## src/rtl/slice_monitor.sv

```systemverilog
// slice_monitor: registers a parameter-selected field of in_data, counts value
// changes with a saturating counter and keeps a sticky per-bit toggle mask.
module slice_monitor #(
    parameter int IN_WIDTH    = 3,
    parameter int SLICE_LSB   = 0,
    parameter int SLICE_WIDTH = 2,
    parameter int CNT_WIDTH   = 4
) (
    input  logic                   clock,
    input  logic                   reset,
    input  logic                   in_valid,
    input  logic [IN_WIDTH-1:0]    in_data,
    input  logic                   hold,
    input  logic                   clear,
    output logic [SLICE_WIDTH-1:0] out_slice,
    output logic                   out_valid,
    output logic                   changed,
    output logic [CNT_WIDTH-1:0]   change_count,
    output logic                   saturated,
    output logic [SLICE_WIDTH-1:0] toggled
);

    // Refuse to build a field that would run off the top of the source bus.
    if (SLICE_LSB < 0 || SLICE_WIDTH < 1 || CNT_WIDTH < 1 ||
        SLICE_LSB + SLICE_WIDTH > IN_WIDTH) begin : g_bad_params
        $error("slice_monitor: field [%0d +: %0d] does not fit IN_WIDTH=%0d",
               SLICE_LSB, SLICE_WIDTH, IN_WIDTH);
    end

    typedef enum logic [0:0] {
        ST_UNPRIMED = 1'b0,
        ST_PRIMED   = 1'b1
    } state_e;

    localparam logic [CNT_WIDTH-1:0] CNT_MAX = {CNT_WIDTH{1'b1}};

    state_e                 state_q, state_d;
    logic [SLICE_WIDTH-1:0] slice_q, slice_d;
    logic                   valid_q, valid_d;
    logic                   changed_q, changed_d;
    logic [CNT_WIDTH-1:0]   count_q, count_d;
    logic                   sat_q, sat_d;
    logic [SLICE_WIDTH-1:0] toggled_q, toggled_d;

    logic                   accept_s;
    logic [SLICE_WIDTH-1:0] field_s;
    logic [SLICE_WIDTH-1:0] diff_s;
    logic                   unused_in_s;

    assign accept_s    = in_valid & ~hold;
    assign field_s     = in_data[SLICE_LSB +: SLICE_WIDTH];
    assign diff_s      = field_s ^ slice_q;
    // Bits outside the field are intentionally ignored.
    assign unused_in_s = ^in_data;

    // Next-state logic: priming, change detection, saturating count, clear.
    always_comb begin
        state_d   = state_q;
        slice_d   = slice_q;
        valid_d   = 1'b0;
        changed_d = 1'b0;
        count_d   = count_q;
        toggled_d = toggled_q;
        case (state_q)
            ST_UNPRIMED: begin
                if (accept_s) begin
                    slice_d = field_s;
                    valid_d = 1'b1;
                    state_d = ST_PRIMED;
                end else begin
                    state_d = ST_UNPRIMED;
                end
            end
            ST_PRIMED: begin
                if (accept_s) begin
                    slice_d   = field_s;
                    valid_d   = 1'b1;
                    changed_d = |diff_s;
                    toggled_d = toggled_q | diff_s;
                    if ((|diff_s) && (count_q != CNT_MAX)) begin
                        count_d = count_q + CNT_WIDTH'(1);
                    end else begin
                        count_d = count_q;
                    end
                end else begin
                    state_d = ST_PRIMED;
                end
            end
            default: begin
                state_d = ST_UNPRIMED;
            end
        endcase

        sat_d = sat_q | (count_d == CNT_MAX);

        // clear wins over any concurrent update of the statistics.
        if (clear) begin
            count_d   = {CNT_WIDTH{1'b0}};
            sat_d     = 1'b0;
            toggled_d = {SLICE_WIDTH{1'b0}};
        end else begin
            sat_d = sat_d;
        end
    end

    // State register; reset overrides both accept and clear.
    always_ff @(posedge clock) begin
        if (reset) begin
            state_q   <= ST_UNPRIMED;
            slice_q   <= {SLICE_WIDTH{1'b0}};
            valid_q   <= 1'b0;
            changed_q <= 1'b0;
            count_q   <= {CNT_WIDTH{1'b0}};
            sat_q     <= 1'b0;
            toggled_q <= {SLICE_WIDTH{1'b0}};
        end else begin
            state_q   <= state_d;
            slice_q   <= slice_d;
            valid_q   <= valid_d;
            changed_q <= changed_d;
            count_q   <= count_d;
            sat_q     <= sat_d;
            toggled_q <= toggled_d;
        end
    end

    assign out_slice    = slice_q;
    assign out_valid    = valid_q;
    assign changed      = changed_q;
    assign change_count = count_q;
    assign saturated    = sat_q;
    assign toggled      = toggled_q;

endmodule
```

## config.mk

```make
export PLATFORM = sky130hd
export DESIGN_NAME = slice_monitor
export DESIGN_NICKNAME = d
export VERILOG_FILES = /design/src/rtl/slice_monitor.sv
export SDC_FILE = /design/constraint.sdc
export NUM_CORES = 1
export LEC_CHECK = 0
export ABC_AREA = 1
export BUFFER_PORTS_ARGS = -buffer_cell sky130_fd_sc_hd__buf_2
export CAP_MARGIN = 20
export CORE_MARGIN = 2
export CORE_UTILIZATION = 41
export DETAILED_ROUTE_END_ITERATION = 16
export HOLD_SLACK_MARGIN = 0.02
export PLACE_DENSITY = 0.65
export SYNTH_ARGS = -nofsm -noshare
export SYNTH_HDL_FRONTEND = slang
export SYNTH_SLANG_ARGS = --single-unit
```

## constraint.sdc

```tcl
create_clock -name clock -period 3.48 [get_ports clock]
set_input_delay 0.522 -clock clock [delete_from_list [all_inputs] [get_ports clock]]
set_output_delay 0.522 -clock clock [all_outputs]
set_load 0.01 [all_outputs]
```

* After elaboration in Yosys (flattened, before gate mapping)
Cells that the tools add are included.
Storage, ports and cells: logic and storage cells 28, register bits 12, input port bits 8, output and inout port bits 11
Operators by class: reduce and logical (&&, ||, !) cells 5, mux-type cells 6, bitwise gates (word level) 7, add/subtract/negate cells 1, equality and inequality tests 2
Operator list (count):
- $mux 4 | 3
- $add 4x1->4 const B | 1
- $eq 4x4->1 const B | 1
- $ne 4x4->1 const B | 1
- $reduce_or 2->1 | 2
- $not 1->1 | 3
- $reduce_or 3->1 | 1
- $mux 2 | 1
- $or 2x2->2 | 1
- $pmux 1 s2 | 1
- $reduce_and 2->1 | 1
- $xor 2x2->2 | 1
- $and 1x1->1 | 1
- $logic_and 1x1->1 | 1
- $mux 1 | 1
- $or 1x1->1 | 1

* Logic depth before layout (Yosys ltp)
Gate-level depths: netlist of run 1.
depth after elaboration 8, gate-level depth with buffers 10, mapped depth without buffers 10

* Least setup slack after synthesis of run 1
No wires, ideal clock.
path type reg2reg, start reg count_q[0] (netlist: change_count[0]), end reg sat_q (netlist: saturated), arrival 1.202 ns, period minus slack after synthesis 1.318 ns, stages on the path, launching flop included 10, data required time 3.364 ns, slack 2.162 ns, setup time 0.116 ns, cells stage by stage dfxtp_1 > ha_1 > nand2_2 > nor2_4 > nor2_4 > nand3_1 > nor2_1 > nand2_1 > nand3_1 > o21ai_1
Between the ends: cells in the longest elaborated chain, start to end 7
RTL lines:
- from (decl) | line 41 | logic [CNT_WIDTH-1:0] count_q, count_d;
- from (signal assigned) | line 113 | count_q <= {CNT_WIDTH{1'b0}};
- from (signal assigned) | line 121 | count_q <= count_d;
- branches (longest 4 deep; another with $add 4x1->4)
- $mux 4 (*) | line 64 | case (state_q)
- $eq 4x4->1 (*) | line 94 | sat_d = sat_q | (count_d == CNT_MAX);
- $or 1x1->1 (*) | line 94
- to (signal assigned) | line 122 | sat_q <= sat_d;
- to (decl) | line 42 | logic sat_q, sat_d;
Every way passes the cells marked *. A chain may end at the register's enable or synchronous reset.

* Worst setup path in the final report of run 1
Same ends and word-level chain as after synthesis.

==> metrics.md, run 1 <==
| Metric | Value |
|---|---|
| Status | `complete, no violations` |
| Peak supply drop | `0.000206 V` |
| Pin count of the biggest net entering global routing | `8` |
| Critical Path Source Type | `register` |
| Critical Path Fanout Max | `6` |
| Initial Util | `43.3%` |
| Measured slew at the worst slew-check pin | `0.178 ns` |
| Power Density | `372 nW/um2` |
| Post-DR wirelength/cell | `8.57 um` |
| Fmax | `700 MHz` |
| Skew final | `0.00299 ns` |
| Syn_nets | `86` |
| Critical Path AT | `1.63 ns` |
| Post-Syn Area | `557 um2` |
| Slew headroom | `88.1%` |
| Initial DRC count | `9` |
| Inserted Diodes | `0` |
| Pleak | `0.365 nW` |
| Worst path bufs/invs | `0` |
| Kind of critical path | `register to register` |
| Largest family of logic cells by synthesized area | `simple AND/OR/NAND/NOR gates` |
| Synthesized flop and latch total | `12` |
| Synth-to-Final Area Change | `22.7%` |
| TritonRoute pass-1 iters | `4` |
| Drt total wl | `960 um` |
| XOR/XNOR Fraction of Synth Area | `0%` |
| Final period util | `41.1%` |
| RSZ-0062 raised after global routing | `false` |
| CP Cell Sequence | `ha_1, nand2_2, nor2_4, nor2_4, nand2_2, nand2_1, nand2_1, nor2_1, nand2_1, o21ai_1` |
| DRT antenna net count | `0` |
| Final setup TNS | `0 ns` |
| Total power | `254 uW` |
| Antenna violations before repair | `0` |
| R2r setup slk | `2.05 ns` |
| Vias in the first global route | `460` |
| Core area | `1280 um2` |
| Clk pin slew, worst setup/hold paths | `0.07 ns` |
| Hold Slack | `0.446 ns` |
| Std cell rows | `13` |
| Final net count | `108` |
| Cell mode on critical path | `nand2_1` |
| Simple-gate portion of the synthesized area | `36.0%` |
| Mux cell area share after synthesis | `0%` |
| H-tree Lvls | `1` |
| Horiz. Die Dim | `40.9 um` |
| Clock Sinks | `12` |
| Clock period minus worst slack | `1.43 ns` |
| HP Class | `input pin to register` |
| Dpl hpwl | `754 um` |
| Post-synthesis sequential area ratio | `43.1%` |
| Synth Instances | `77` |
| Reg2reg end | `saturated` |
| I/O Buffers | `17` |
| Slowest CP cell | `dfxtp_1` |
| Slack of the critical path | `2.05 ns` |
| Worst Hold End | `out_valid` |
| Grt total ovfl | `0` |
| Vias per cell | `4.43` |
| CTS resizes | `0` |
| Setup violators final | `0` |
| Post-Synth Adder-Cell Area | `2.25%` |
| Final Hold Fails | `0` |
| Die height | `40.9 um` |
| Root Driver | `clkbuf_4` |
| Setup Fix Bufs, Post-CTS | `0` |
| Global-route wire length before repair | `1830 um` |
| Syn. warnings | `0` |
| R2R depth | `10` |
| Die area | `1670 um2` |
| Max_cap viols | `0` |
| Max incr delay on CP | `0.35 ns` |
| Setup WS pre-CTS | `1.96 ns` |
| Final GP Congestion | `0.764` |
| Drt drc | `0` |
| # IOs | `19` |
| Hold Buf Count CTS | `0` |
| Synth cell types | `17` |
| Num CTS Buffers | `3` |
| Share of layout cells above drive strength 1 | `29.9%` |
| Synth Area per Inst | `7.23 um2` |
| Worst path required time | `3.68 ns` |
| Via count | `496` |
| Hold Crit Start | `reset` |
| CTS tree | `done` |
| GRT Util Overall | `17.4%` |
| Post-synthesis compound-gate area fraction | `8.54%` |
| Top delay family on crit path | `simple AND/OR/NAND/NOR gates` |
| Hold Crit Depth | `2` |
| R2r startpoint | `change_count[0]` |
| Latest clock arrival within the worst-skew pair | `0.27 ns` |
| Max-slew violation count | `0` |
| Clk buf depth | `2` |
| Endpoint class of the critical path | `register` |
==> synthesized netlist by cell type (all sizes together) <==
library cell  instances  area [um2]
nand2                22        97.6
nand4                 2        12.5
a21oi                 3        15.0
a31oi                 2        12.5
nand3                 5        30.0
inv                  15        56.3
ha                    1        12.5
nor2                 10        52.6
dfxtp                12         240
nand3b                1        7.51
o21ai                 4        20.0
==> cell families after synthesis <==
group / after synthesis
and+or+nand+nor: 40
buffers and inverters: 15
DFF: 12
AOI/OAI and AO/OA: 9
adders and majority gates: 1
==> state kept, by name (all words and copies together), names as in the netlist <==
register,count
change_count,4
changed,1
out_slice,2
out_valid,1
saturated,1
state_q,1
toggled,2
==> layer usage <==
layer | share of wire, % | track usage [%] | vias up
li1 | - | - | 282
met1 | 50 | 20.1 | 197
met2 | 41 | 27.0 | 15
met3 | 7.3 | 8.15 | 2
met4 | 1.5 | 7.50 | 0
met5 | 0 | 0 | -
==> layout by cell type, fill, tap and decap left out <==
cell type | synthesis | routed
a21oi_1 | 3 | 3
o21ai_1 | 1 | 1
ha_1 | 1 | 1
nand3b_1 | 1 | 1
o21ai_0 | 3 | 3
nand2_2 | 3 | 3
dfxtp_1 | 12 | 12
nand2_1 | 18 | 18
nand3_2 | 1 | 1
buf_2 | 0 | 17
inv_2 | 2 | 2
nor2_1 | 8 | 8
nor2_4 | 2 | 2
a31oi_1 | 2 | 2
nand3_1 | 4 | 4
nand2_4 | 1 | 1
clkbuf_4 | 0 | 3
nand4_1 | 2 | 2
inv_1 | 13 | 13
==> metrics by stage <==
stage          util [%]  cells  instance area [um2]
2_1_floorplan         -     77                  557
3_3_place_gp       51.4    109                  661
3_5_place_dp       51.4    109                  661
4_1_cts            53.2    112                  683
5_1_grt            53.2    112                  683
6_report           53.2    112                  683
==> how the worst max path moves through the flow <==
| stage | from | end | slack [ns] | cells after the start |
|---|---|---|---|---|
| floorplan | change_count[0] | saturated | 2.16 | 9 |
| global placement | hold | saturated | 1.98 | 10 |
| detailed placement | hold | saturated | 1.96 | 10 |
| CTS | change_count[0] | saturated | 2.05 | 10 |
| global route | change_count[0] | saturated | 1.89 | 10 |
| finish | change_count[0] | saturated | 2.05 | 10 |
==> layout make-up <==
class                      count  area (um2)
fill                         128         602
clock buffer                   3        22.5
inverter                      15        56.3
multi-input combinational     50         260
tap                           15        18.8
sequential                    12         240
timing repair buffer          17        85.1
==> report_power, final <==
part	total (mW)	leakage, nW	switching [mW]	internal, mW
clock	0.0835	0.0138	0.0435	0.0400
sequential	0.143	0.0975	0.00245	0.141
combinational	0.0269	0.253	0.0168	0.0102
total	0.254	0.365	0.0627	0.191
No activity file was read; power rests on OpenSTA's default activity.
==> inputs of run 2 (changes only) <==
ABC_AREA = 0   (was 1)
CORE_AREA = 2 2 39 41   (was not set)
CORE_MARGIN = not set   (was 2)
CORE_UTILIZATION = not set   (was 41)
DIE_AREA = 0 0 41 43   (was not set)
PLACE_DENSITY = 0.64   (was 0.65)
clock period = 1.5 ns   (was 3.48 ns; I/O delays follow)
==> metrics.md, run 2 <==
| Metric | Value |
|---|---|
| Dpl cells | `88 (was 109)` |
| Synth top area share | `45.6% (was 43.1%)` |
| Largest register FFs | `4 (unchanged)` |
| DRT antenna net count | `0 (unchanged)` |
| Max_cap viols | `0 (unchanged)` |
| Pleak | `0.349 nW (was 0.365 nW)` |
| Clock period minus worst slack | `1.45 ns (was 1.43 ns)` |
| Vias per cell | `4.68 (was 4.43)` |
| Share of layout cells above drive strength 1 | `42.9% (was 29.9%)` |
| Via count | `435 (was 496)` |
| Top cells by count, synth | `dfxtp_1 (12), nor2_1 (9), mux2i_1 (4) (was nand2_1 (18), inv_1 (13), dfxtp_1 (12))` |
| Die area | `1760 um2 (was 1670 um2)` |
| H-tree Lvls | `1 (unchanged)` |
| Clk pin slew, worst setup/hold paths | `0.07 ns (about the same)` |
| Pin count of the biggest net entering global routing | `8 (unchanged)` |
| Final net count | `88 (was 108)` |
| Setup violators final | `0 (unchanged)` |
| Post-Syn Area | `527 um2 (was 557 um2)` |
| Register area | `244 um2 (was 240 um2)` |
| Critical Path AT | `1.62 ns (was 1.63 ns)` |
| Final period util | `96.6% (was 41.1%)` |
| Drt total wl | `1020 um (was 960 um)` |
| Most common cell in the netlist | `dfxtp_1 (was nand2_1)` |
| Core area | `1380 um2 (was 1280 um2)` |
| Status | `complete, no violations (unchanged)` |
| Final core utilization | `50.3% (was 53.2%)` |
| Post-Layout Cell Count | `93 (was 112)` |
| Setup WS pre-CTS | `0.0333 ns (was 1.96 ns)` |
| Dpl hpwl | `730 um (was 754 um)` |
| Synth-to-Final Area Change | `32.1% (was 22.7%)` |
| Clk buf depth | `2 (unchanged)` |
| Fmax | `690 MHz (was 700 MHz)` |
| RSZ-0062 raised after global routing | `false (unchanged)` |
| Antenna violations before repair | `0 (unchanged)` |
| Latest clock arrival within the worst-skew pair | `0.28 ns (was 0.27 ns)` |
| Synth Instances | `53 (was 77)` |
| Global-route wire length before repair | `1730 um (was 1830 um)` |
| Most frequent cells in the layout | `buf_2 (17), nor2_1 (9), dfxtp_1 (9) (was nand2_1 (18), buf_2 (17), inv_1 (13))` |
| Vias in the first global route | `413 (was 460)` |
| Critical Path Fanout Max | `6 (unchanged)` |
| Power Density | `856 nW/um2 (was 372 nW/um2)` |
| Multi-input logic area | `279 um2 (was 260 um2)` |
| Syn_nets | `62 (was 86)` |
| Critical Path Source Type | `register (unchanged)` |
| Worst path required time | `1.67 ns (was 3.68 ns)` |
| Top cells by area, synth | `dfxtp_1 (46%), mux2i_1 (7.6%), nor2_1 (6.4%) (was dfxtp_1 (43%), nand2_1 (12%), inv_1 (8.8%))` |
| Clock Sinks | `12 (unchanged)` |
| Std cell rows | `14 (was 13)` |
| Syn. warnings | `0 (unchanged)` |
| Peak supply drop | `0.000350 V (was 0.000206 V)` |
| Initial DRC count | `2 (was 9)` |
| TritonRoute pass-1 iters | `4 (unchanged)` |
| Synthesized flop and latch total | `12 (unchanged)` |
| Drt drc | `0 (unchanged)` |
| Hold Slack | `0.193 ns (was 0.446 ns)` |
| Synth Area per Inst | `9.94 um2 (was 7.23 um2)` |
| Post-DR wirelength/cell | `11.0 um (was 8.57 um)` |
| Endpoint class of the critical path | `register (unchanged)` |
| Ys flop type | `dfxtp_1 (unchanged)` |
| Kind of critical path | `register to register (unchanged)` |
| # IOs | `19 (unchanged)` |
| Max-slew violation count | `0 (unchanged)` |
| Commonest non-fill, non-tap cell in the layout | `buf_2 (was nand2_1)` |
| Slack of the critical path | `0.0515 ns (was 2.05 ns)` |
| Final GP Congestion | `0.706 (was 0.764)` |
| HP Class | `input pin to register (unchanged)` |
| Num CTS Buffers | `3 (unchanged)` |
| I/O Buffers | `17 (unchanged)` |
| Post-synthesis sequential area ratio | `45.6% (was 43.1%)` |
| Fillers | `138 (was 128)` |
| Horiz. Die Dim | `41 um (was 40.9 um)` |
| Grt total ovfl | `0 (unchanged)` |
| Slew headroom | `82.2% (was 88.1%)` |
| Die height | `43 um (was 40.9 um)` |
| Initial Util | `38.1% (was 43.3%)` |
| Post-synthesis async set-or-reset flop share | `0% (unchanged)` |
| Root Driver | `clkbuf_4 (unchanged)` |
| Leading area contributor after synthesis | `dfxtp_1 (unchanged)` |
| GRT Util Overall | `15.0% (was 17.4%)` |
| EDFF count, synth | `0 (unchanged)` |
| CTS tree | `done (unchanged)` |
| Measured slew at the worst slew-check pin | `0.267 ns (was 0.178 ns)` |
| Final Hold Fails | `0 (unchanged)` |
| Synth cell types | `23 (was 17)` |
| Skew final | `0.00281 ns (was 0.00299 ns)` |
| Inserted Diodes | `0 (unchanged)` |
| Final setup TNS | `0 ns (unchanged)` |
## run 2: metrics by stage
stage          power [mW]  cell area [um2]
2_1_floorplan       0.366              527
3_5_place_dp        0.393              649
3_3_place_gp        0.393              649
5_1_grt             0.624              696
6_report            0.595              696
4_1_cts             0.594              672
## run 2: final cells by class
class | instances | area share, %
well taps | 16 | 2.88
repair buffers | 22 | 17.6
clock buffers | 3 | 3.24
flip-flops and latches | 12 | 35.1
inverters | 2 | 1.08
multi-input cells | 38 | 40.1
## run 2: cells by family after synthesis
logic type / after synthesis / share of synthesized area (%)
AND/OR/NAND/NOR: 19 / 17.8
flip-flops: 12 / 45.6
AO/OA/AOI/OAI: 10 / 13.5
multiplexers: 5 / 10.5
XOR/XNOR: 3 / 7.84
buffers and inverters: 3 / 2.37
adder cells (fa/ha/maj): 1 / 2.37
## run 2: critical path: stages, from the launching register on
cell and delay, ns:
dfxtp_2 0.34, xor2_2 0.20, o211ai_1 0.24, mux2_4 0.33
a32o_1 0.24
## run 2: timing repair
item                                    4_1_cts  5_1_grt
gates resized for setup                       0        4
endpoints found under the setup margin        0        2
setup buffers                                 0        2
hold buffers                                  0        0
## run 2: power by group
part	switching, mW	internal [mW]
combinational	0.0325	0.0316
clock	0.108	0.0931
sequential	0.00469	0.326
## run 2: metal layers
metal  GRT usage (%)  part of all wire, %
met1            20.1                   49
met2            18.8                   46
met3            4.71                  2.9
met4            12.0                  2.6
met5               0                    0
## run 2: path summary, 6_finish.rpt
path	start	to	slack, ns	cells after the start
hold reg to reg	state_q	state_q	0.45	2
hold / removal	reset	out_slice[0]	0.19	2
setup / recovery	out_slice[0]	saturated	0.05	4
setup reg to reg	out_slice[0]	saturated	0.05	4
